File: config.mk
export PLATFORM = sky130hd
export DESIGN_NAME = irq_ctrl
export DESIGN_NICKNAME = d
export VERILOG_FILES = /design/src/rtl/irq_pkg.sv /design/src/rtl/irq_sync_edge.sv /design/src/rtl/irq_ctrl.sv
export SDC_FILE = /design/constraint.sdc
export NUM_CORES = 1
export LEC_CHECK = 0
export ABC_AREA = 1
export ABC_CLOCK_PERIOD_IN_PS = 1400
export CORE_MARGIN = 1
export CORE_UTILIZATION = 63
export CTS_CLUSTER_DIAMETER = 150
export DETAILED_ROUTE_END_ITERATION = 8
export DONT_BUFFER_PORTS = 1
export PLACE_DENSITY = 0.79
export RECOVER_POWER = 50
export SYNTH_ARGS = -nofsm -noshare
export SYNTH_HDL_FRONTEND = slang
export SYNTH_SLANG_ARGS = --single-unit
File: constraint.sdc
create_clock -name clk -period 1.4 [get_ports clk]
set_clock_uncertainty 0.15 [all_clocks]
set_input_delay 0.14 -clock clk [delete_from_list [all_inputs] [get_ports clk]]
set_output_delay 0.14 -clock clk [all_outputs]
set_load 0.01 [all_outputs]
File: src/rtl/irq_pkg.sv
`default_nettype none
// ============================================================================
// Module      : irq_pkg
// Description : Shared constants for the memory-mapped interrupt controller:
//               register window base, source count, word offsets inside the
//               window and the "no interrupt" ID value.
// Revision    : 1.0 - initial release
// ============================================================================
package irq_pkg;

    localparam logic [31:0] IRQ_BASE = 32'h0000_7f20;
    localparam int          NUM_SRC  = 6;

    // Word offsets (addr[3:2]) inside the 16-byte window
    localparam logic [1:0]  OFF_MASK = 2'd0;
    localparam logic [1:0]  OFF_PEND = 2'd1;
    localparam logic [1:0]  OFF_MODE = 2'd2;
    localparam logic [1:0]  OFF_ID   = 2'd3;

    localparam logic [31:0] ID_NONE  = 32'h8000_0000;

endpackage : irq_pkg
`default_nettype wire

File: src/rtl/irq_sync_edge.sv
`default_nettype none
// ============================================================================
// Module      : irq_sync_edge
// Description : One interrupt source front end: two-flop synchroniser for an
//               asynchronous request, plus a history flop for rising-edge
//               detection.
// Ports       : clk   - clock
//               reset - asynchronous active-low reset
//               irq   - raw asynchronous request
//               lvl   - synchronised level (second synchroniser stage)
//               rise  - one-cycle pulse on a synchronised 0->1 transition
// Revision    : 1.0 - initial release
// ============================================================================
module irq_sync_edge (
    input  logic clk,
    input  logic reset,
    input  logic irq,
    output logic lvl,
    output logic rise
);

    logic r_s1;
    logic r_s2;
    logic r_prev;

    always_ff @(posedge clk or negedge reset) begin
        if (!reset) begin
            r_s1   <= 1'b0;
            r_s2   <= 1'b0;
            r_prev <= 1'b0;
        end else begin
            r_s1   <= irq;
            r_s2   <= r_s1;
            r_prev <= r_s2;
        end
    end

    assign lvl  = r_s2;
    assign rise = r_s2 & ~r_prev;

endmodule : irq_sync_edge
`default_nettype wire

File: src/rtl/irq_ctrl.sv
`default_nettype none
// ============================================================================
// Module      : irq_ctrl
// Description : Memory-mapped interrupt controller. Synchronises NUM_SRC
//               device requests, captures them as level or edge into PEND,
//               masks them into HWInt and reports the highest-priority
//               active source through the ID register.
// Ports       : clk    - clock
//               reset  - asynchronous active-low reset
//               addr   - data-bus byte address
//               wdata  - store data
//               byteen - store byte enables (nonzero only on a store)
//               rdata  - combinational load data, 0 outside the window
//               irq_in - raw asynchronous device requests
//               HWInt  - masked pending requests to CP0
// Revision    : 1.0 - initial release
// ============================================================================
module irq_ctrl #(
    parameter logic [31:0] BASE_ADDR = irq_pkg::IRQ_BASE,
    parameter int          NUM_SRC   = 6
) (
    input  logic               clk,
    input  logic               reset,
    input  logic [31:0]        addr,
    input  logic [31:0]        wdata,
    input  logic [3:0]         byteen,
    output logic [31:0]        rdata,
    input  logic [NUM_SRC-1:0] irq_in,
    output logic [NUM_SRC-1:0] HWInt
);

    import irq_pkg::*;

    logic [NUM_SRC-1:0] r_mask;
    logic [NUM_SRC-1:0] r_mode;
    logic [NUM_SRC-1:0] r_pend;

    logic [NUM_SRC-1:0] w_lvl;
    logic [NUM_SRC-1:0] w_rise;
    logic [NUM_SRC-1:0] w_clr;
    logic [NUM_SRC-1:0] w_mode_chg;
    logic [NUM_SRC-1:0] w_pend_nxt;
    logic [NUM_SRC-1:0] w_active;

    logic               w_hit;
    logic               w_wr;
    logic               w_wr_mask;
    logic               w_wr_pend;
    logic               w_wr_mode;
    logic               w_id_valid;
    logic [2:0]         w_idx;

    // Byte-lane and low address bits carry no information for word registers
    logic               unused_bits;
    assign unused_bits = ^{wdata[31:NUM_SRC], addr[1:0]};

    // ------------------------------------------------------------------
    // Per-source synchroniser / edge detector
    // ------------------------------------------------------------------
    for (genvar g = 0; g < NUM_SRC; g++) begin : g_sync
        irq_sync_edge u_sync (
            .clk   (clk),
            .reset (reset),
            .irq   (irq_in[g]),
            .lvl   (w_lvl[g]),
            .rise  (w_rise[g])
        );
    end

    // ------------------------------------------------------------------
    // Bus decode: only full-word stores inside the window take effect
    // ------------------------------------------------------------------
    assign w_hit     = (addr[31:4] == BASE_ADDR[31:4]);
    assign w_wr      = w_hit && (byteen == 4'b1111);
    assign w_wr_mask = w_wr && (addr[3:2] == OFF_MASK);
    assign w_wr_pend = w_wr && (addr[3:2] == OFF_PEND);
    assign w_wr_mode = w_wr && (addr[3:2] == OFF_MODE);

    assign w_clr      = w_wr_pend ? wdata[NUM_SRC-1:0] : '0;
    assign w_mode_chg = w_wr_mode ? (wdata[NUM_SRC-1:0] ^ r_mode) : '0;

    // ------------------------------------------------------------------
    // Pending next state. A mode change discards the bit's old capture so a
    // stale level can never masquerade as an edge (or vice versa). In edge
    // mode a fresh edge beats a simultaneous W1C so no event is lost.
    // ------------------------------------------------------------------
    always_comb begin
        w_pend_nxt = r_pend;
        for (int i = 0; i < NUM_SRC; i++) begin
            if (w_mode_chg[i]) begin
                w_pend_nxt[i] = 1'b0;
            end else if (r_mode[i]) begin
                w_pend_nxt[i] = w_rise[i] | (r_pend[i] & ~w_clr[i]);
            end else begin
                w_pend_nxt[i] = w_lvl[i];
            end
        end
    end

    always_ff @(posedge clk or negedge reset) begin
        if (!reset) begin
            r_mask <= '0;
            r_mode <= '0;
            r_pend <= '0;
        end else begin
            r_pend <= w_pend_nxt;
            if (w_wr_mask) begin
                r_mask <= wdata[NUM_SRC-1:0];
            end
            if (w_wr_mode) begin
                r_mode <= wdata[NUM_SRC-1:0];
            end
        end
    end

    assign w_active = r_pend & r_mask;
    assign HWInt    = w_active;

    // ------------------------------------------------------------------
    // Priority encoder: highest index wins, so later iterations override
    // ------------------------------------------------------------------
    always_comb begin
        w_id_valid = 1'b0;
        w_idx      = 3'd0;
        for (int i = 0; i < NUM_SRC; i++) begin
            if (w_active[i]) begin
                w_id_valid = 1'b1;
                w_idx      = i[2:0];
            end
        end
    end

    // ------------------------------------------------------------------
    // Read mux
    // ------------------------------------------------------------------
    always_comb begin
        rdata = 32'd0;
        if (w_hit) begin
            case (addr[3:2])
                OFF_MASK: rdata = {{(32-NUM_SRC){1'b0}}, r_mask};
                OFF_PEND: rdata = {{(32-NUM_SRC){1'b0}}, r_pend};
                OFF_MODE: rdata = {{(32-NUM_SRC){1'b0}}, r_mode};
                default:  rdata = w_id_valid ? {29'd0, w_idx} : ID_NONE;
            endcase
        end
    end

endmodule : irq_ctrl
`default_nettype wire

# --- Yosys cells after proc, flatten, opt, wreduce, memory -nomap -nowiden ---
# Index checks and enable logic that the tools add are counted.
classes:
  n_eq_ne: 4
  muxes: 28
  bitwise: 32
  reduce_logical: 5
op_table:
  columns: ["cell", "n"]
  rows:
  - ["$pmux W32 S3", 1]
  - ["$mux W32", 2]
  - ["$eq A28 B11 Y1 const B", 1]
  - ["$mux W1", 19]
  - ["$and A1 B1 Y1", 12]
  - ["$mux W3", 4]
  - ["$mux W6", 2]
  - ["$not A1 Y1", 12]
  - ["$and A6 B6 Y6", 1]
  - ["$or A1 B1 Y1", 6]
  - ["$xor A6 B6 Y6", 1]
  - ["$eq A4 B4 Y1 const B", 1]
  - ["$logic_and A1 B1 Y1", 4]
  - ["$eq A2 B1 Y1 const B", 1]
  - ["$eq A2 B2 Y1 const B", 1]
  - ["$logic_not A2 Y1", 1]
word_totals:
  regBits: 36
  input_bits: 76
  out_inout_bits: 38
  wordCells: 90

# --- Longest topological paths before layout ---
# Gate-level depths: netlist (run 1).
depth:
  ltp_word: 10
  ltp_mapped: 10

# --- Hierarchy ---
# Synthesis (run 1) repeated with hierarchy kept, for this count alone.
hier_totals:
  cells_unflattened: 273
  area_unflattened_um2: 2135.8
by_module_without_submodules:
  columns: ["mod", "instances", "cells_each", "area_each_um2", "seq_area_each_um2"]
  rows:
  - ["irq_ctrl", 1, 243, 1625.3, 450.4]
  - ["irq_sync_edge", 6, 5, 85.1, 75.1]

# --- Worst setup path after synthesis (run 1) ---
# Ideal clock, no wire load.
synth_path:
  kind: "register to output"
  from: "register r_mask[5]"
  to: "output rdata[31]"
  arrival_ns: 1.284
  setup_slack_ns: -0.174
  path_stages_with_launch: 6
  n_path_buf: 0
  cell_sequence: "dfrtp_1 > nand2_1 > inv_1 > nor3_1 > nand3_1 > nor4_1"
synth_via:
  elab_chain_len: 5
synth_lines:
  columns: ["element", "line_no", "rtl"]
  rows:
  - ["start: declaration", "irq_ctrl.sv:34", "logic [NUM_SRC-1:0] r_mask;"]
  - ["start signal: assignment", "irq_ctrl.sv:108", "r_mask <= wdata[NUM_SRC-1:0];"]
  - ["$and A6 B6 Y6", "irq_ctrl.sv:116", "assign w_active = r_pend & r_mask;"]
  - ["via HWInt[5]", "irq_ctrl.sv:29", "output logic [NUM_SRC-1:0] HWInt"]
  - ["$mux W1", "irq_ctrl.sv:126", "if (w_active[i]) begin"]
  - ["$mux W32", "irq_ctrl.sv:143", "default: rdata = w_id_valid ? {29'd0, w_idx} : ID_NONE;"]
  - ["$pmux W32 S3", "irq_ctrl.sv:139", "case (addr[3:2])"]
  - ["$mux W32", "irq_ctrl.sv:138", "if (w_hit) begin"]
  - ["end: declaration", "irq_ctrl.sv:27", "output logic [31:0] rdata,"]
# The timed path passes the listed nets, and every way through them passes these cells.

# --- Worst setup path in the final report (run 1) ---
layout_path:
  from: "register r_mask[2]"
  to: "output rdata[0]"
layout_via:
  elab_chain_len: 8
  elab_cells_between_ends: 12
layout_lines:
  columns: ["element", "line_no"]
  rows:
  - ["$and A6 B6 Y6 *", "irq_ctrl.sv:116"]
  - ["$mux W3 / $mux W1 (equally long branches) (4 in a row)", "irq_ctrl.sv:126"]
  - ["$mux W32 *", "irq_ctrl.sv:143"]
  - ["$pmux W32 S3 *", "irq_ctrl.sv:139"]
  - ["$mux W32 *", "irq_ctrl.sv:138"]
# Mark *: on every way between the ends. The rest lies on a longest branch, timed or not.

==> out/qor.yml, run 1 <==
syn_to_final_growth_pct: 21.9
synth_enable_flop_cells: 0
synth_ff_type: "dfrtp_1"
wire_per_inst_um: 13.2
place_worst_setup_slack_ns: -0.111
fillers: 213
grt_max_degree: 37
root_buffer: "clkbuf_4"
power_density_nw_per_um2: 710
drv_cap: 0
synth-seq-cells: 36
die_width_um: 59.3
drt-initial-drc-count: 90
ant_nets: 0
diodes: 0
ys_warn_count: 0
synth_most_common_cell: "nand2_1"
power_w: 0.00179
coreArea_um2: 3080
viasPerCell: 5.13
slowest_delay_ns: 0.41
worstHoldPathType: "in -> reg"
synthArstFlopShare: 1.00
crit_path_cell_trace: "nand2_2 > inv_2 > o21ai_4 > a211oi_2 > nor3_2 > buf_4"
clk_pin_slew_worst_paths_ns: 0.11
endpoint_kind: "primary output"
yosysUniqueCellTypes: 25
finalSetupViolCount: 8
fin_crit_sh: 1.26
syn-instance-count: 267
hpwlAfterDp_um: 3260
worstPathArrival_ns: 1.47
status: "complete, but fails checks"
hold_violations: 0
worstPathRequired_ns: 1.11
cts.sinks: 36
rsz0062_at_grt: "yes"
fin_crit_ns: 1.76
synth_top_area_share: 0.436
cp_num_buf_inv: 2
die_height_um: 59.3
slew-limit-headroom: 0.415
drv_slew: 0
yosysSeqAreaShare: 0.436
tightest_slew_ns: 0.877
grt_overflow: 0
clk_latency_ns: 0.34
initial_core_util: 0.671
grt_pass1_vias: 1648
wl_um: 4740
max_freq_mhz: 567
crit_path_top_delay_cell: "dfrtp_1"
fin_nets: 391
dieArea_um2: 3510
seq_area_um2: 901
netlist_area_um2: 2070
avgSynthCellArea_um2: 7.74
critPathMaxFanout: 2
cts.htree.levels: 2
multi_input_area_um2: 1000
drt_pass1_iterations: 4
drive_gt1_frac: 0.241
synth_top_cell_by_area: "dfrtp_1"
std_cell_rows: 20
crit_type: "reg -> out"
cts_inserted_buffers: 5
post-route-drc-count: 0
synth_area_leaders: "dfrtp_1 44%, nand2_1 13%, buf_4 9.1%"
antenna_found_initial: 0
io_pins: 114
port_buffers: 0
cp_top_family: "flip-flops"
crit_path_start_kind: "flip-flop"
gp_congestion: 0.889
ir_worst_vdd_uv: 743
synth_commonest_cells: "69 x nand2_1, 38 x nor2_1, 36 x dfrtp_1, 35 x inv_1, 25 x buf_4"
grt_use_total: 0.284
via_count: 1841
cts_tree: "done"
grt_pass1_wl_um: 7070
p_leak_nw: 1.29
fin_area_um2: 2520
violations: "negative setup slack"
fin_ws_ns: -0.363
clockBufferDepth: 2
detailed_place.area_um2: 2210
-- through the flow --
step / instances / utilization / hold WS, ns / TNS, ns
after floorplan: 291 / - / -0.306 / 0
after global placement: 333 / 0.717 / -0.305 / -0.132
after detailed placement: 333 / 0.717 / -0.305 / -0.196
after CTS: 357 / 0.802 / 0.0602 / -1.76
after global routing: 359 / 0.818 / 0.0995 / -2.41
final: 359 / 0.818 / 0.0736 / -1.71
-- registers in the layout (all words and copies together), names as in the netlist --
name	count
g_sync.u_sync.r_s1	6
r_mode	6
g_sync.u_sync.r_prev	6
r_mask	6
g_sync.u_sync.lvl	6
r_pend	6
-- area by class of cell --
type	instances	share of cell area
Multi-Input combinational cell	192	0.397
Clock inverter	1	0.00199
Inverter	36	0.0557
Timing Repair Buffer	44	0.149
Sequential cell	36	0.358
Tap cell	44	0.0219
Clock buffer	6	0.0164
-- placed cells by master, fill, tap and decap left out, types with 3 or more instances in the layout --
master / netlist / final
a21oi_1: 8 / 8
a221oi_2: 0 / 3
conb_1: 1 / 25
dlygate4sd3_1: 0 / 13
inv_2: 0 / 5
buf_4: 25 / 26
nor2_1: 38 / 33
o21ai_0: 11 / 10
clkbuf_4: 0 / 5
nand2_1: 69 / 66
inv_1: 35 / 30
buf_6: 0 / 4
nand2_2: 6 / 9
nor2_2: 1 / 6
xnor2_1: 6 / 6
o21ai_2: 4 / 4
dfrtp_1: 36 / 36
nand4_1: 8 / 8
-- path summary, 6_finish.rpt --
kind                                       startpoint                       to  slack, ns  depth (start not counted)
worst min register to register  g_sync[1].u_sync.r_s1     g_sync[1].u_sync.lvl       0.21                          0
worst min-delay path                        byteen[3]                r_pend[5]       0.07                          5
worst max-delay path                        r_mask[2]                 rdata[0]      -0.36                          6
max in group asynchronous                       reset                r_mask[1]       0.23                          2
min in group asynchronous                       reset  g_sync[5].u_sync.r_prev       0.31                          2
worst max register to register              r_mode[0]                r_pend[0]       0.32                          4
-- cells by family after synthesis --
logic type | synth area share
other cells | 0.00182
simple gates | 0.279
compound gates | 0.0872
xor+xnor | 0.0254
flops | 0.436
buf+inv | 0.170
-- what timing repair did --
| item | CTS | global route |
|---|---|---|
| endpoints found under the setup margin | 9 | 10 |
| pin swaps | 2 | 4 |
| hold buffers | 14 | 0 |
| hold endpoints to repair | 60 | 0 |
| setup buffers | 4 | 3 |
| gates resized for setup | 14 | 15 |
-- layer usage --
metal	wire length (µm)	GRT usage
met1	1770	0.307
met2	2470	0.515
met3	356	0.0873
met4	144	0.109
met5	0	0
-- worst register-to-register path, stage by stage, from the launching register on --
cell,delay (ns)
dfrtp_1,0.40
buf_4,0.15
xnor2_1,0.14
nor2_1,0.06
a21oi_1,0.11
-- where the power goes --
group	internal, W	switching (W)	total (W)
clock	0.000185	0.000319	0.000504
combinational	0.0000756	0.000131	0.000206
sequential	0.00107	0.0000109	0.00108
Power figures use the tool's default switching activity.
==> inputs of run 2 (changes only) <==
CAP_MARGIN = 20   (was unset)
==> results of run 2 <==
Same layout as run 1: the final DEF is identical, and so are final timing and power.
==> inputs of run 3 (changes only) <==
ABC_AREA = unset   (was 1)
ABC_CLOCK_PERIOD_IN_PS = 2200   (was 1400)
CORE_UTILIZATION = 65   (was 63)
PLACE_DENSITY = 0.81   (was 0.79)
clock period = 2.2 ns   (was 1.4 ns; I/O delays follow)
==> run 3 against run 2 <==
  * The run now ends clean
  * Non-clock buffer count is 22 lower
  * Clock power is 37% higher
  * Hold slack worse by 0.059 ns
  * Power fell by 16%
  * First-iteration DRC count fell by 34%
  * Cell count down 37%
  * Register-to-register slack better by 0.59 ns
  * Routed wire length down 13%
  * Global-route usage about the same
  * Largest cell class is now sequential cells
==> out/qor.yml, run 3 <==
cp_top_family: "simple AND/OR/NAND/NOR gates"  # was flip-flops
p_int_w: 0.00120  # was 0.00133 W
netlist_area_um2: 1860  # was 2070 µm²
root_buffer: "clkbuf_4"  # unchanged
dieArea_um2: 3090  # was 3510 µm²
viasPerCell: 5.96  # was 5.13
p_switching_w: 0.000300  # was 0.000461 W
clk_pin_slew_worst_paths_ns: 0.11  # about the same
diodes: 0  # unchanged
cp_num_buf_inv: 0  # was 2
pwr-share-clk: 0.461  # was 0.282
drt-initial-drc-count: 59  # was 90
min_path_cells: 3  # was 5
slew-limit-headroom: 0.428  # was 0.415
finalSetupViolCount: 0  # was 8
placed_cells: 202  # was 333
ant_nets: 0  # unchanged
clk_latency_ns: 0.35  # was 0.34 ns
gp_congestion: 0.821  # was 0.889
layout_commonest_cell: "dfrtp_1"  # was nand2_1
power_density_nw_per_um2: 705  # was 710 nW/µm²
initial_core_util: 0.682  # was 0.671
synth-seq-cells: 36  # unchanged
drv_cap: 0  # unchanged
synth_top_cell_by_area: "dfrtp_1"  # unchanged
swShare: 0.200  # was 0.258
endpoint_kind: "primary output"  # unchanged
p_seq_frac: 0.462  # was 0.603
fin_crit_sh: 0.969
worst_r2r_path_depth: 3  # was 4
wl_um: 4130  # was 4740 µm
r2r_start: "r_mode[5]"  # was r_mode[0]
io_pins: 114  # unchanged
die_width_um: 55.6  # was 59.3 µm
clockBufferDepth: 2  # unchanged
cp.depth: 4  # was 6
p_comb_frac: 0.077  # was 0.115
grt_pass1_vias: 1389  # was 1,648
cp-startpoint: "r_mask[2]"  # unchanged
synth_most_common_cell: "dfrtp_1"  # was nand2_1
worstHoldPathType: "in -> reg"  # unchanged
ir_worst_vdd_uv: 890  # was 743 µV
grt_pass1_wl_um: 6480  # was 7070 µm
cts_tree: "done"  # unchanged
p_leak_nw: 1.00  # was 1.29 nW
cp-endpoint: "rdata[31]"  # was rdata[0]
synthArstFlopShare: 1.00  # unchanged
wire_per_inst_um: 18.3  # was 13.2 µm
rrSetupSlack_ns: 0.91  # was 0.32 ns
syn-instance-count: 170  # was 267
fin_nets: 270  # was 391
port_buffers: 0  # unchanged
r2r-end: "r_pend[5]"  # was r_pend[0]
worstPathArrival_ns: 1.76  # was 1.47 ns
ys_warn_count: 0  # unchanged
tns_ns: 0  # was -1.71 ns
drive_gt1_frac: 0.215  # was 0.241
drt_pass1_iterations: 4  # unchanged
cts.sinks: 36  # unchanged
crit_path_cell_trace: "and2_4 > nand2b_1 > or4b_4 > nor2_4"  # was nand2_2 > inv_2 > o21ai_4 > a211oi_2 > nor3_2 > buf_4
yosysUniqueCellTypes: 31  # was 25
max_freq_mhz: 469
avgSynthCellArea_um2: 11.0  # was 7.74 µm²
cts_inserted_buffers: 5  # unchanged
grt_use_total: 0.284  # about the same
std_cell_rows: 19  # was 20
cts.htree.levels: 2  # unchanged
rsz0062_at_grt: "no"  # was yes
tightest_slew_ns: 0.858  # was 0.877 ns
synth_enable_flop_cells: 0  # unchanged
drv_slew: 0  # unchanged
antenna_found_initial: 0  # unchanged
synth_area_leaders: "dfrtp_1 48%, buf_4 10%, mux2_2 8.5%"  # was dfrtp_1 44%, nand2_1 13%, buf_4 9.1%
crit_type: "reg -> out"  # unchanged
post_layout_nonfiller_instances: 226  # was 359
fin_area_um2: 2130  # was 2520 µm²
fin_util: 0.779  # was 0.818
grt_overflow: 0  # unchanged
hpwlAfterDp_um: 2780  # was 3260 µm
grt_max_degree: 37  # unchanged
hold_violations: 0  # unchanged
crit_path_top_delay_cell: "or4b_4"  # was dfrtp_1
coreArea_um2: 2730  # was 3080 µm²
synth_ff_type: "dfrtp_1"  # unchanged
critPathMaxFanout: 3  # was 2
yosysSeqAreaShare: 0.483  # was 0.436
worstPathRequired_ns: 1.83  # was 1.11 ns
die_height_um: 55.6  # was 59.3 µm
synth_commonest_cells: "36 x dfrtp_1, 25 x buf_4, 15 x a21oi_1, 14 x mux2_2"  # was 69 x nand2_1, 38 x nor2_1, 36 x dfrtp_1, 35 x inv_1, 25 x buf_4
fin_crit_ns: 2.13
detailed_place.area_um2: 1830  # was 2210 µm²
power_w: 0.00150  # was 0.00179 W
slowest_delay_ns: 0.53  # was 0.41 ns
final_cell_mix: "36 x dfrtp_1, 25 x conb_1, 15 x a21oi_1"  # was 66 x nand2_1, 36 x dfrtp_1, 33 x nor2_1
fillers: 166  # was 213
post-route-drc-count: 0  # unchanged
status: "completed"  # was complete, but fails checks
via_count: 1347  # was 1,841
syn_to_final_growth_pct: 14.2  # was 21.9%
crit_path_start_kind: "flip-flop"  # unchanged
synth_top_area_share: 0.483  # was 0.436
[run 3: cell types whose count changed in the layout (fill, tap and decap cells not counted), sizes merged, moves of 4 or more]
| cell | delta |
|---|---|
| buf | -22 |
| mux2i | +4 |
| inv | -32 |
| nor2 | -31 |
| o21ai | -14 |
| nand2 | -65 |
| nand3 | -4 |
| a21boi | +6 |
| mux2 | +14 |
| a21oi | +7 |
| o22ai | +8 |
| nand4 | -6 |
[run 3: tightest hold or removal path, stage by stage]
cell and delay, ns:
xnor2_1 0.04, o22ai_1 0.13, a21oi_1 0.09
[run 3: area by class of cell]
type	instances	area (µm²)	share of cell area
Clock inverter	3	90.1	0.0423
Multi-Input combinational cell	126	856	0.402
Sequential cell	36	901	0.423
Inverter	3	11.3	0.00529
Clock buffer	5	37.5	0.0176
Tap cell	31	38.8	0.0182
Timing Repair Buffer	22	195	0.0917
[run 3: power by group through the flow]
| stage | sequential [W] | clock [W] | combinational, W |
|---|---|---|---|
| 3_5_place_dp | 0.000707 | 0 | 0.0000752 |
| 4_1_cts | 0.000693 | 0.000699 | 0.000117 |
| 6_report | 0.000694 | 0.000691 | 0.000116 |
| 2_1_floorplan | 0.000703 | 0 | 0.000103 |
| 3_3_place_gp | 0.000705 | 0 | 0.0000723 |
| 5_1_grt | 0.000696 | 0.000722 | 0.000128 |
[run 3: what timing repair did]
action | CTS | global route
hold buffers | 14 | 0
hold endpoints to repair | 56 | 0
setup buffers | 2 | 0
resized for setup | 5 | 1
setup endpoints to repair | 1 | 1
pin swaps | 1 | 2
[run 3: stage by stage]
| stage | hold WS, ns | setup slack [ns] |
|---|---|---|
| after floorplan | -0.226 | 0.225 |
| after global placement | -0.225 | 0.220 |
| after detailed placement | -0.225 | 0.203 |
| after CTS | 0.00204 | 0.00638 |
| after global routing | 0.0413 | 0.00778 |
| final | 0.0143 | 0.0686 |
[run 3: how the worst min path moves through the flow]
stage	start	endpoint	slack, ns
floorplan	reset	g_sync[0].u_sync.lvl	-0.23
global placement	reset	g_sync[3].u_sync.lvl	-0.23
detailed placement	reset	g_sync[3].u_sync.lvl	-0.23
CTS	wdata[3]	r_pend[3]	0.002
global route	wdata[1]	r_pend[1]	0.04
finish	wdata[3]	r_pend[3]	0.01
[run 3: cell families after synthesis]
group,Yosys count,share of synthesized area
other,1,0.00201
and+or+nand+nor,45,0.162
AOI/OAI and AO/OA,32,0.103
buffers and inverters,32,0.116
muxes,18,0.106
DFF,36,0.483
xor gates and xnor gates,6,0.0282
[run 3: layer usage]
metal / up-vias / track usage / wire length, µm
met5: - / 0 / 0
met4: 0 / 0.132 / 123
met3: 15 / 0.0984 / 382
met2: 93 / 0.494 / 2180
met1: 637 / 0.311 / 1440
li1: 602 / - / -
